### config.mk
export PLATFORM = sky130hd
export DESIGN_NAME = uart_receiver
export DESIGN_NICKNAME = d
export VERILOG_FILES = /design/src/rtl/uart_receiver.sv
export SDC_FILE = /design/constraint.sdc
export NUM_CORES = 1
export LEC_CHECK = 0
export BUFFER_PORTS_ARGS = -buffer_cell sky130_fd_sc_hd__buf_2
export CAP_MARGIN = 15
export CORE_ASPECT_RATIO = 0.9
export CORE_MARGIN = 1.5
export CORE_UTILIZATION = 38
export CTS_CLUSTER_DIAMETER = 200
export DETAILED_ROUTE_END_ITERATION = 10
export PLACE_DENSITY = 0.55
export SYNTH_ARGS = -nofsm -noshare
export SYNTH_HDL_FRONTEND = slang
export SYNTH_SLANG_ARGS = --single-unit
### constraint.sdc
create_clock -name clk -period 4.6 [get_ports clk]
set_input_delay 0.23 -clock clk [delete_from_list [all_inputs] [get_ports clk]]
set_output_delay 0.23 -clock clk [all_outputs]
set_load 0.02 [all_outputs]
### src/rtl/uart_receiver.sv
// UART receive block: 16x-oversampled start/data/stop framing of an asynchronous rx line,
// presenting each good byte through a valid/acknowledge handshake with frame-error and overrun flags.
module uart_receiver #(
   parameter int DATA_W  = 8,
   parameter int OS_RATE = 16
) (
   input  logic              clk,
   input  logic              arst,
   input  logic              rst,
   input  logic              os_tick,
   input  logic              rx,
   input  logic              rx_ack,
   output logic [DATA_W-1:0] rx_data,
   output logic              rx_valid,
   output logic              frame_err,
   output logic              overrun,
   output logic              busy,
   output logic [1:0]        state_dbg
);

   localparam int TICK_W = $clog2(OS_RATE);
   localparam int CNT_W  = $clog2(DATA_W + 1);

   localparam logic [TICK_W-1:0] HALF_M1 = TICK_W'(OS_RATE / 2 - 1);
   localparam logic [TICK_W-1:0] FULL_M1 = TICK_W'(OS_RATE - 1);
   localparam logic [CNT_W-1:0]  LAST_BIT = CNT_W'(DATA_W - 1);

   typedef enum logic [1:0] {
      IDLE  = 2'd0,
      START = 2'd1,
      DATA  = 2'd2,
      STOP  = 2'd3
   } state_t;

   state_t              state;
   logic [1:0]          sync_q;
   logic                rx_s;
   logic [TICK_W-1:0]   tick_cnt;
   logic [CNT_W-1:0]    bit_cnt;
   logic [DATA_W-1:0]   shift_reg;

   assign rx_s      = sync_q[1];
   assign state_dbg = state;

   // Handshake: rx_valid stays high from the good-stop edge until the clk edge that sees
   // rx_ack high; a byte completing on that same edge still wins and leaves rx_valid set.
   always_ff @(posedge clk or posedge arst) begin
      if (arst) begin
         state     <= IDLE;
         sync_q    <= 2'b11;
         tick_cnt  <= '0;
         bit_cnt   <= '0;
         shift_reg <= '0;
         rx_data   <= '0;
         rx_valid  <= 1'b0;
         frame_err <= 1'b0;
         overrun   <= 1'b0;
         busy      <= 1'b0;
      end else if (rst) begin
         state     <= IDLE;
         sync_q    <= 2'b11;
         tick_cnt  <= '0;
         bit_cnt   <= '0;
         shift_reg <= '0;
         rx_data   <= '0;
         rx_valid  <= 1'b0;
         frame_err <= 1'b0;
         overrun   <= 1'b0;
         busy      <= 1'b0;
      end else begin
         sync_q    <= {sync_q[0], rx};
         frame_err <= 1'b0;
         if (rx_ack) begin
            rx_valid <= 1'b0;
            overrun  <= 1'b0;
         end
         if (os_tick) begin
            case (state)
               IDLE: begin
                  if (!rx_s) begin
                     state    <= START;
                     tick_cnt <= '0;
                     busy     <= 1'b1;
                  end
               end
               START: begin
                  if (tick_cnt == HALF_M1) begin
                     tick_cnt <= '0;
                     bit_cnt  <= '0;
                     if (!rx_s) begin
                        state <= DATA;
                     end else begin
                        state <= IDLE;
                        busy  <= 1'b0;
                     end
                  end else begin
                     tick_cnt <= tick_cnt + TICK_W'(1);
                  end
               end
               DATA: begin
                  if (tick_cnt == FULL_M1) begin
                     shift_reg <= {rx_s, shift_reg[DATA_W-1:1]};
                     bit_cnt   <= bit_cnt + CNT_W'(1);
                     tick_cnt  <= '0;
                     if (bit_cnt == LAST_BIT) state <= STOP;
                  end else begin
                     tick_cnt <= tick_cnt + TICK_W'(1);
                  end
               end
               STOP: begin
                  if (tick_cnt == FULL_M1) begin
                     tick_cnt <= '0;
                     state    <= IDLE;
                     busy     <= 1'b0;
                     if (rx_s) begin
                        rx_data  <= shift_reg;
                        rx_valid <= 1'b1;
                        // Overwriting an unread byte; an ack on this edge consumes the old one instead.
                        if (rx_valid && !rx_ack) overrun <= 1'b1;
                     end else begin
                        frame_err <= 1'b1;
                     end
                  end else begin
                     tick_cnt <= tick_cnt + TICK_W'(1);
                  end
               end
               default: begin
                  state <= IDLE;
                  busy  <= 1'b0;
               end
            endcase
         end else if (state != IDLE && state != START && state != DATA && state != STOP) begin
            state <= IDLE;
            busy  <= 1'b0;
         end
      end
   end

endmodule

# Word-level counts from Yosys, hierarchy flattened
# Index checks and enable logic that the tools add are counted.
# op_classes
n_addsub	2
n_eq_ne	19
n_mux	57
reduce_logical	21
# op_table
operator	n
8-bit two-way mux	9
4-bit two-way mux	9
1-bit two-way mux	25
4-bit inequality test, second input constant	6
2-bit two-way mux	10
4-bit one-hot mux with 3 select lines	1
6-bit AND reduction	2
2-bit nonzero test	6
3-bit inequality test, second input constant	3
4-bit by 1-bit adder with 4-bit output, second input constant	2
4-bit by 3-bit equality test with 1-bit output, second input constant	2
2-bit one-hot mux with 4 select lines	1
4-bit one-hot mux with 2 select lines	1
4-bit AND reduction	2
3-bit nonzero test	2
5-bit by 2-bit inequality test with 1-bit output, second input constant	1
2-bit equality test, second input constant	2
4-bit equality test, second input constant	1
1-bit logical AND	4
2-bit inequality test, second input constant	2
1-bit one-hot mux with 3 select lines	1
3-bit AND reduction	1
2-bit by 1-bit equality test with 1-bit output, second input constant	1
2-bit logical NOT	1
other kinds (4)	4
# totals
regBits	32
inputBits	6
out_inout_bits	14

# Longest topological paths before layout
# Gate-level depths: netlist of run 1.
# logic_depth
ltp_word	8
depth_mapped	5
ltp_nobuf	4

# Worst setup path after synthesis of run 1
# No wires, ideal clock.
# synth_timing
kind	register to register
startpoint	reg tick_cnt[0]
endpoint	reg bit_cnt[3]
t_arrival_ps	1387
t_required_ps	4520
slack_ps	3133
stages_incl_launch_ff	5
period_less_slack_ps	1467
cell_sequence	dfrtp_1 -> ha_1 -> nand3_4 -> or4b_1 -> o211ai_2
# synth_via
elab_chain_len	3
elab_cells_between_ends	5
cone_classes	eq/ne (4); reduce/logical (1)
# synth_rtl
item	line_no	text
start: declaration	38	logic [TICK_W-1:0] tick_cnt;
start signal: assignment	97	tick_cnt <= tick_cnt + TICK_W'(1);
start signal: assignment	107	tick_cnt <= tick_cnt + TICK_W'(1);
start signal: assignment	124	tick_cnt <= tick_cnt + TICK_W'(1);
4-bit equality test or 4-bit by 3-bit equality test with 1-bit output (tied branches)	101, 87	
3-bit inequality test (no line)	--	
4-bit AND reduction (no line) *	--	
end signal: assignment	103	bit_cnt <= bit_cnt + CNT_W'(1);
end: declaration	39	logic [CNT_W-1:0] bit_cnt;
# Mark *: on every way between the ends. The rest lies on a longest branch, timed or not.
# A chain may end at the register's enable or synchronous reset.

# Final worst setup path of run 1
# layout_timing
startpoint	reg tick_cnt[0]
endpoint	reg bit_cnt[0]
# Same word-level chain as after synthesis.

==> results of run 1 <==
-- layout by cell type (no fill, tap or decap), drive strengths merged, types with 3 or more instances in the layout --
| cell | Yosys | layout |
|---|---|---|
| nor2 | 5 | 5 |
| nand3b | 3 | 3 |
| clkbuf | 4 | 6 |
| o21ai | 16 | 16 |
| nand3 | 22 | 22 |
| buf | 9 | 20 |
| or3b | 4 | 4 |
| nand2b | 6 | 6 |
| dfrtp | 30 | 30 |
| a21oi | 23 | 23 |
-- worst min-delay path by stage --
stage | startpoint | end | slack, ns
final | arst | rx_data[7] | 0.02
after global routing | arst | rx_data[7] | 0.05
after CTS | arst | rx_data[6] | 0.04
after detailed placement | arst | rx_data[5] | 0.33
after global placement | arst | frame_err | 0.33
after floorplan | rx_ack | overrun | 0.30
-- per-layer routing --
metal | wire (um) | vias up | global-route usage, %
met5 | 0 | - | 0
met1 | 1710 | 630 | 22.5
met4 | 63 | 0 | 8.49
li1 | - | 621 | -
met3 | 203 | 7 | 4.67
met2 | 1400 | 39 | 22.5
-- final cells by class --
class | count | area share [%]
sequential | 32 | 44.1
tap | 48 | 3.30
multi-input combinational | 117 | 40.9
clock inverter | 2 | 1.92
clock buffer | 6 | 3.98
timing repair buffer | 20 | 5.63
inverter | 1 | 0.206
-- stage by stage --
step	util, %	instances	instance area [um^2]	power, uW
4_1_cts	44.7	226	1820	577
3_3_place_gp	42.1	218	1710	315
6_report	44.7	226	1820	571
2_1_floorplan	-	163	1620	308
3_5_place_dp	42.1	218	1710	316
5_1_grt	44.7	226	1820	595
-- where the power goes --
group	total, uW	switching, uW	leakage, uW	internal (uW)
registers	287	2.55	0.000440	284
logic	24.1	16.2	0.000298	7.86
clock network	260	99.6	0.0000552	161
-- cell families after synthesis --
group	after synthesis
XOR/XNOR	2
buffers and inverters	14
multiplexers	3
AND/OR/NAND/NOR	57
adder cells (fa/ha/maj)	2
flip-flops	32
AO/OA/AOI/OAI	53
-- worst reg2reg max path, delay by kind of cell (launching register included) --
kind	cells	cell delay (ns)
AO/OA/AOI/OAI	2	0.39
adder cells (fa/ha/maj)	1	0.37
flip-flops	1	0.37
AND/OR/NAND/NOR	1	0.69
==> metrics.yaml, run 1 <==
ys_seq_area_share_pct: 49.7
sequential_area_um2: 803
dominant_combinational_cell_family_by_area_after_synthesis: "simple AND/OR/NAND/NOR gates"
critical_path.n_buffers_inverters: 0
place.port_buffers: 19
cts_sinks: 32
netlist.top_cell.by_area: "sky130_fd_sc_hd__dfrtp_1"
postSynthNetCount: 171
tritoncts: "built"
report.final.setup_viol: 0
cp_arrival_ns: 2.10
number_of_cells_produced_by_synthesis: 163
netlist-cell-type-count: 43
critical-path-max-stage-delay_ns: 0.69
clock_tree.buffer_depth: 2
floorplan.initialDensity_pct: 39.7
die_area_mm2: 0.00465
worst_setup_path_start_kind: "register"
post_synth_xor_area_fraction_pct: 1.08
path_class: "reg -> reg"
clock_insertion_delay_worst_skew_ns: 0.28
final.setup_skew_ns: 0.00627
gpl_congestion: 0.813
routed_wire_length_per_instance_um: 15.0
drive_gt1_share_pct: 21.3
worstReg2RegStart: "tick_cnt[0]"
synth.cells.most_frequent: "30 x sky130_fd_sc_hd__dfrtp_1, 22 x sky130_fd_sc_hd__a21oi_1, 21 x sky130_fd_sc_hd__nand3_1, 16 x sky130_fd_sc_hd__o21ai_0, 7 x sky130_fd_sc_hd__buf_2"
clock_pin_slew_of_the_registers_on_the_worst_case_setup_and_hold_paths_ns: 0.07
synth_fa_ha_area_share_pct: 1.55
path_depth: 4
finalSetupTns_ns: 0
rows: 22
fin_crit_sh_pct: 41.6
grt_antenna_before_repair: 0
netlist_area_mm2: 0.00162
leading_post_synthesis_cells_by_cell_area: "sky130_fd_sc_hd__dfrtp_1 46%, sky130_fd_sc_hd__a21oi_1 6.8%, sky130_fd_sc_hd__nand3_1 6.5%"
cp.required_ns: 4.78
class_of_the_most_critical_hold_timing_path: "in -> async"
critical_path.max_fanout: 21
clock_tree.root_cell: "sky130_fd_sc_hd__clkbuf_8"
detail_route.iter0.violations: 152
maxCapViolations: 0
grt_usage_pct: 16.2
reg2reg_setup_slack_ns: 2.69
pre_cts_slack_ns: 2.69
status: "finished with violations"
irDropWorstVdd_mv: 0.163
yosys_most_used_dff: "sky130_fd_sc_hd__dfrtp_1"
io_pins: 20
grt_start_max_net_pins: 35
violations: "DRC"
critPathSlowestCell: "sky130_fd_sc_hd__and3_1"
via_count_of_the_first_global_routing_pass: 1227
core_area_mm2: 0.00407
syn2layout_area_growth_pct: 12.7
postRouteWirelength_mm: 3.38
firstDrtPassIters: 7
via_count: 1297
power.density_mw_per_mm2: 313
slew-limit-headroom_pct: 52.8
cts_resized: 0
number_of_h_tree_branching_levels: 2
antenna_left: 0
worstPathCellList: "ha_1 -> and3_1 -> a21oi_1 -> a211oi_1"
synth-edff-count: 0
post_synthesis_mean_instance_area_um2: 9.92
synth_most_common_cell: "sky130_fd_sc_hd__dfrtp_1"
worst_reg2reg_endpoint: "bit_cnt[0]"
post-dp-hpwl_mm: 2.17
route.detailed.drc: 2
netlist.area_leader.share_pct: 46.4
rr_worst_depth: 4
postLayoutSetupSlackWorst_ns: 2.69
actual_transition_at_the_worst_max_transition_pin_ns: 0.709
multiInputGateArea_um2: 744
cp-end-kind: "register"
power_leakage_uw: 0.000793
postCtsHoldBufs: 0
final_hold_violations: 0
vias_per_std_cell: 5.74
fp.dieW_um: 71.8
layout.nets: 185
yosys-mux-area-fraction_pct: 1.93
drv_slew: 0
dieHeight_um: 64.9
max_clock_freq_ghz: 0.523
cpLargestDelayFamily: "simple AND/OR/NAND/NOR gates"
worstSetupStartpoint: "tick_cnt[0]"
overflow: 0
cts_made_buffers: 5
grt_pass1_wl_mm: 5.78
synth.ff_latch_count: 32
synth-async-reset-ratio_pct: 100
worst_setup_path_endpoint: "bit_cnt[0]"
hold_ws_ns: 0.0238
post_cts.repair.setup_buffers: 0
synth_compound_area_share_pct: 19.7
synth-simple-area-share_pct: 21.7
rsz0062_at_grt: "no"
fillCellCount: 395
finalWorstPathRequiredPeriod_ns: 1.91
antenna_cells_inserted: 0
yosysWarnings: 0
Power figures use the tool's default switching activity.
==> inputs of run 2 (changes only) <==
==> constraint.sdc (replaced) <==
create_clock -name clk -period 2 [get_ports clk]
set_input_delay 0.1 -clock clk [delete_from_list [all_inputs] [get_ports clk]]
set_output_delay 0.1 -clock clk [all_outputs]
set_load 0.02 [all_outputs]
==> metrics.yaml, run 2 (synthesis gave the netlist of run 1 again) <==
drive_gt1_share_pct: 21.4  # +0.080 points
overflow: 0  # unchanged
tritoncts: "built"
rows: 22  # unchanged
grt_pass1_wl_mm: 5.85  # +1.3%
via_count_of_the_first_global_routing_pass: 1207  # -1.6%
io_pins: 20  # unchanged
critical-path-max-stage-delay_ns: 0.58  # -0.11 ns
post_cts.repair.setup_buffers: 0  # unchanged
layout_common_cells: "30 x sky130_fd_sc_hd__dfrtp_1, 22 x sky130_fd_sc_hd__a21oi_1, 21 x sky130_fd_sc_hd__nand3_1"
sequential_area_um2: 803  # unchanged
cp-end-kind: "register"
layout.nets: 189  # +2.2%
reg2reg_setup_slack_ns: 0.26  # -2.42 ns
fp.dieW_um: 71.8  # unchanged
post-dp-hpwl_mm: 2.33  # +6.9%
hold_path.startpoint: "rx"
cp_arrival_ns: 1.95  # -0.15 ns
most_common_cell_after_layout_fill_and_taps_aside: "sky130_fd_sc_hd__dfrtp_1"
critPathSlowestCell: "sky130_fd_sc_hd__or4b_1"
finalSetupTns_ns: 0  # unchanged
cts_made_buffers: 5  # unchanged
place.port_buffers: 19  # unchanged
min_delay_path_depth: 2
fillCellCount: 403  # +2.0%
report.final.setup_viol: 0  # unchanged
final_design_area_no_fill_mm2: 0.00184  # +0.96%
clock_insertion_delay_worst_skew_ns: 0.29  # about the same
multiInputGateArea_um2: 744  # unchanged
clock_tree.buffer_depth: 2  # unchanged
worst_reg2reg_endpoint: "bit_cnt[3]"
number_of_h_tree_branching_levels: 2  # unchanged
dieHeight_um: 64.9  # unchanged
grt_start_max_net_pins: 35  # unchanged
antenna_left: 0  # unchanged
class_of_the_most_critical_hold_timing_path: "in -> reg"
gpl_congestion: 0.778  # -4.2%
cp.required_ns: 2.22  # -2.56 ns
grt_usage_pct: 16.4  # +0.29 points
vias_per_std_cell: 5.80  # +1.1%
grt_antenna_before_repair: 0  # unchanged
whs_endpoint: "sync_q[0]"
irDropWorstVdd_mv: 0.356  # +120%
detail_route.iter0.violations: 110  # -28%
floorplan.initialDensity_pct: 39.7  # unchanged
maxCapViolations: 0  # unchanged
clock_tree.root_cell: "sky130_fd_sc_hd__clkbuf_8"
final.setup_skew_ns: 0.0121  # +0.00583 ns
critical_path.max_fanout: 19  # -9.5%
status: "completed"
core_area_mm2: 0.00407  # unchanged
power.density_mw_per_mm2: 667  # +110%
final_hold_violations: 0  # unchanged
cts_resized: 0  # unchanged
worstReg2RegStart: "tick_cnt[0]"
worstPathCellList: "ha_1 -> nand3_4 -> or4b_1 -> o211ai_2"
fin_crit_sh_pct: 86.8  # +45 points
firstDrtPassIters: 6  # -1
routed_wire_length_per_instance_um: 15.3  # +2.1%
via_count: 1335  # +2.9%
post_dp_cell_area_mm2: 0.00173  # +0.88%
power_leakage_uw: 0.000803  # +1.2%
slew-limit-headroom_pct: 60.9  # +8.1 points
max_clock_freq_ghz: 0.576  # +10%
clock_pin_slew_of_the_registers_on_the_worst_case_setup_and_hold_paths_ns: 0.07  # about the same
rsz0062_at_grt: "no"
rr_worst_depth: 4  # unchanged
die_area_mm2: 0.00465  # unchanged
drv_slew: 0  # unchanged
syn2layout_area_growth_pct: 13.8
finalWorstPathRequiredPeriod_ns: 1.74  # -0.176 ns
path_class: "reg -> reg"
cts_sinks: 32  # unchanged
antenna_cells_inserted: 0  # unchanged
worst_setup_path_start_kind: "register"
postRouteWirelength_mm: 3.51  # +3.9%
route.detailed.drc: 0  # -2
actual_transition_at_the_worst_max_transition_pin_ns: 0.587  # -0.122 ns
## run 2: where the power goes
part | switching [uW] | total (uW) | leakage, uW | internal, uW
registers | 5.53 | 659 | 0.000440 | 653
clock network | 228 | 508 | 0.0000455 | 280
logic | 38.2 | 58.7 | 0.000318 | 20.6
## run 2: routing by layer
| layer | routed length, um | track usage [%] | vias to the layer above | part of all wire (%) |
|---|---|---|---|---|
| met3 | 197 | 5.75 | 6 | 5.6 |
| met2 | 1550 | 23.0 | 39 | 44 |
| met5 | 0 | 0 | - | 0 |
| met4 | 44 | 8.02 | 0 | 1.3 |
| met1 | 1720 | 22.4 | 653 | 49 |
| li1 | - | - | 637 | - |
## run 2: final cells by class
cell class / count / share of cell area (%)
sequential: 32 / 43.7
clock buffer: 8 / 4.90
timing repair buffer: 24 / 7.48
multi-input combinational: 117 / 40.5
tap: 48 / 3.27
inverter: 1 / 0.204
## run 2: worst max-delay path by stage
stage | from | slack, ns | to
after floorplan | tick_cnt[0] | 0.53 | bit_cnt[3]
after global placement | tick_cnt[0] | 0.34 | bit_cnt[3]
after global routing | tick_cnt[0] | 0.10 | rx_data[2]
after detailed placement | tick_cnt[0] | 0.28 | bit_cnt[3]
final | tick_cnt[0] | 0.26 | bit_cnt[3]
after CTS | tick_cnt[0] | 0.27 | bit_cnt[3]
## run 2: what timing repair did
item                                   CTS  global route
setup endpoints to repair                0             0
endpoints found under the hold margin    8             0
hold buffers                             2             0
## run 2: critical path, delay by kind of cell, from the launching register on
family	cells	cell delay, ns
compound gates	1	0.08
flops	1	0.38
fa+ha+maj	1	0.38
simple gates	2	0.83
## run 2: metrics by stage
step	worst slack, ns	total power [uW]	util, %	hold slack, ns	cells
6_report	0.264	1230	45.1	0.00404	230
5_1_grt	0.100	1270	45.1	0.00936	230
4_1_cts	0.265	1240	45.1	0.00131	230
3_5_place_dp	0.281	727	42.4	0.0981	220
3_3_place_gp	0.342	726	42.4	0.0872	220
2_1_floorplan	0.533	709	-	0.171	163
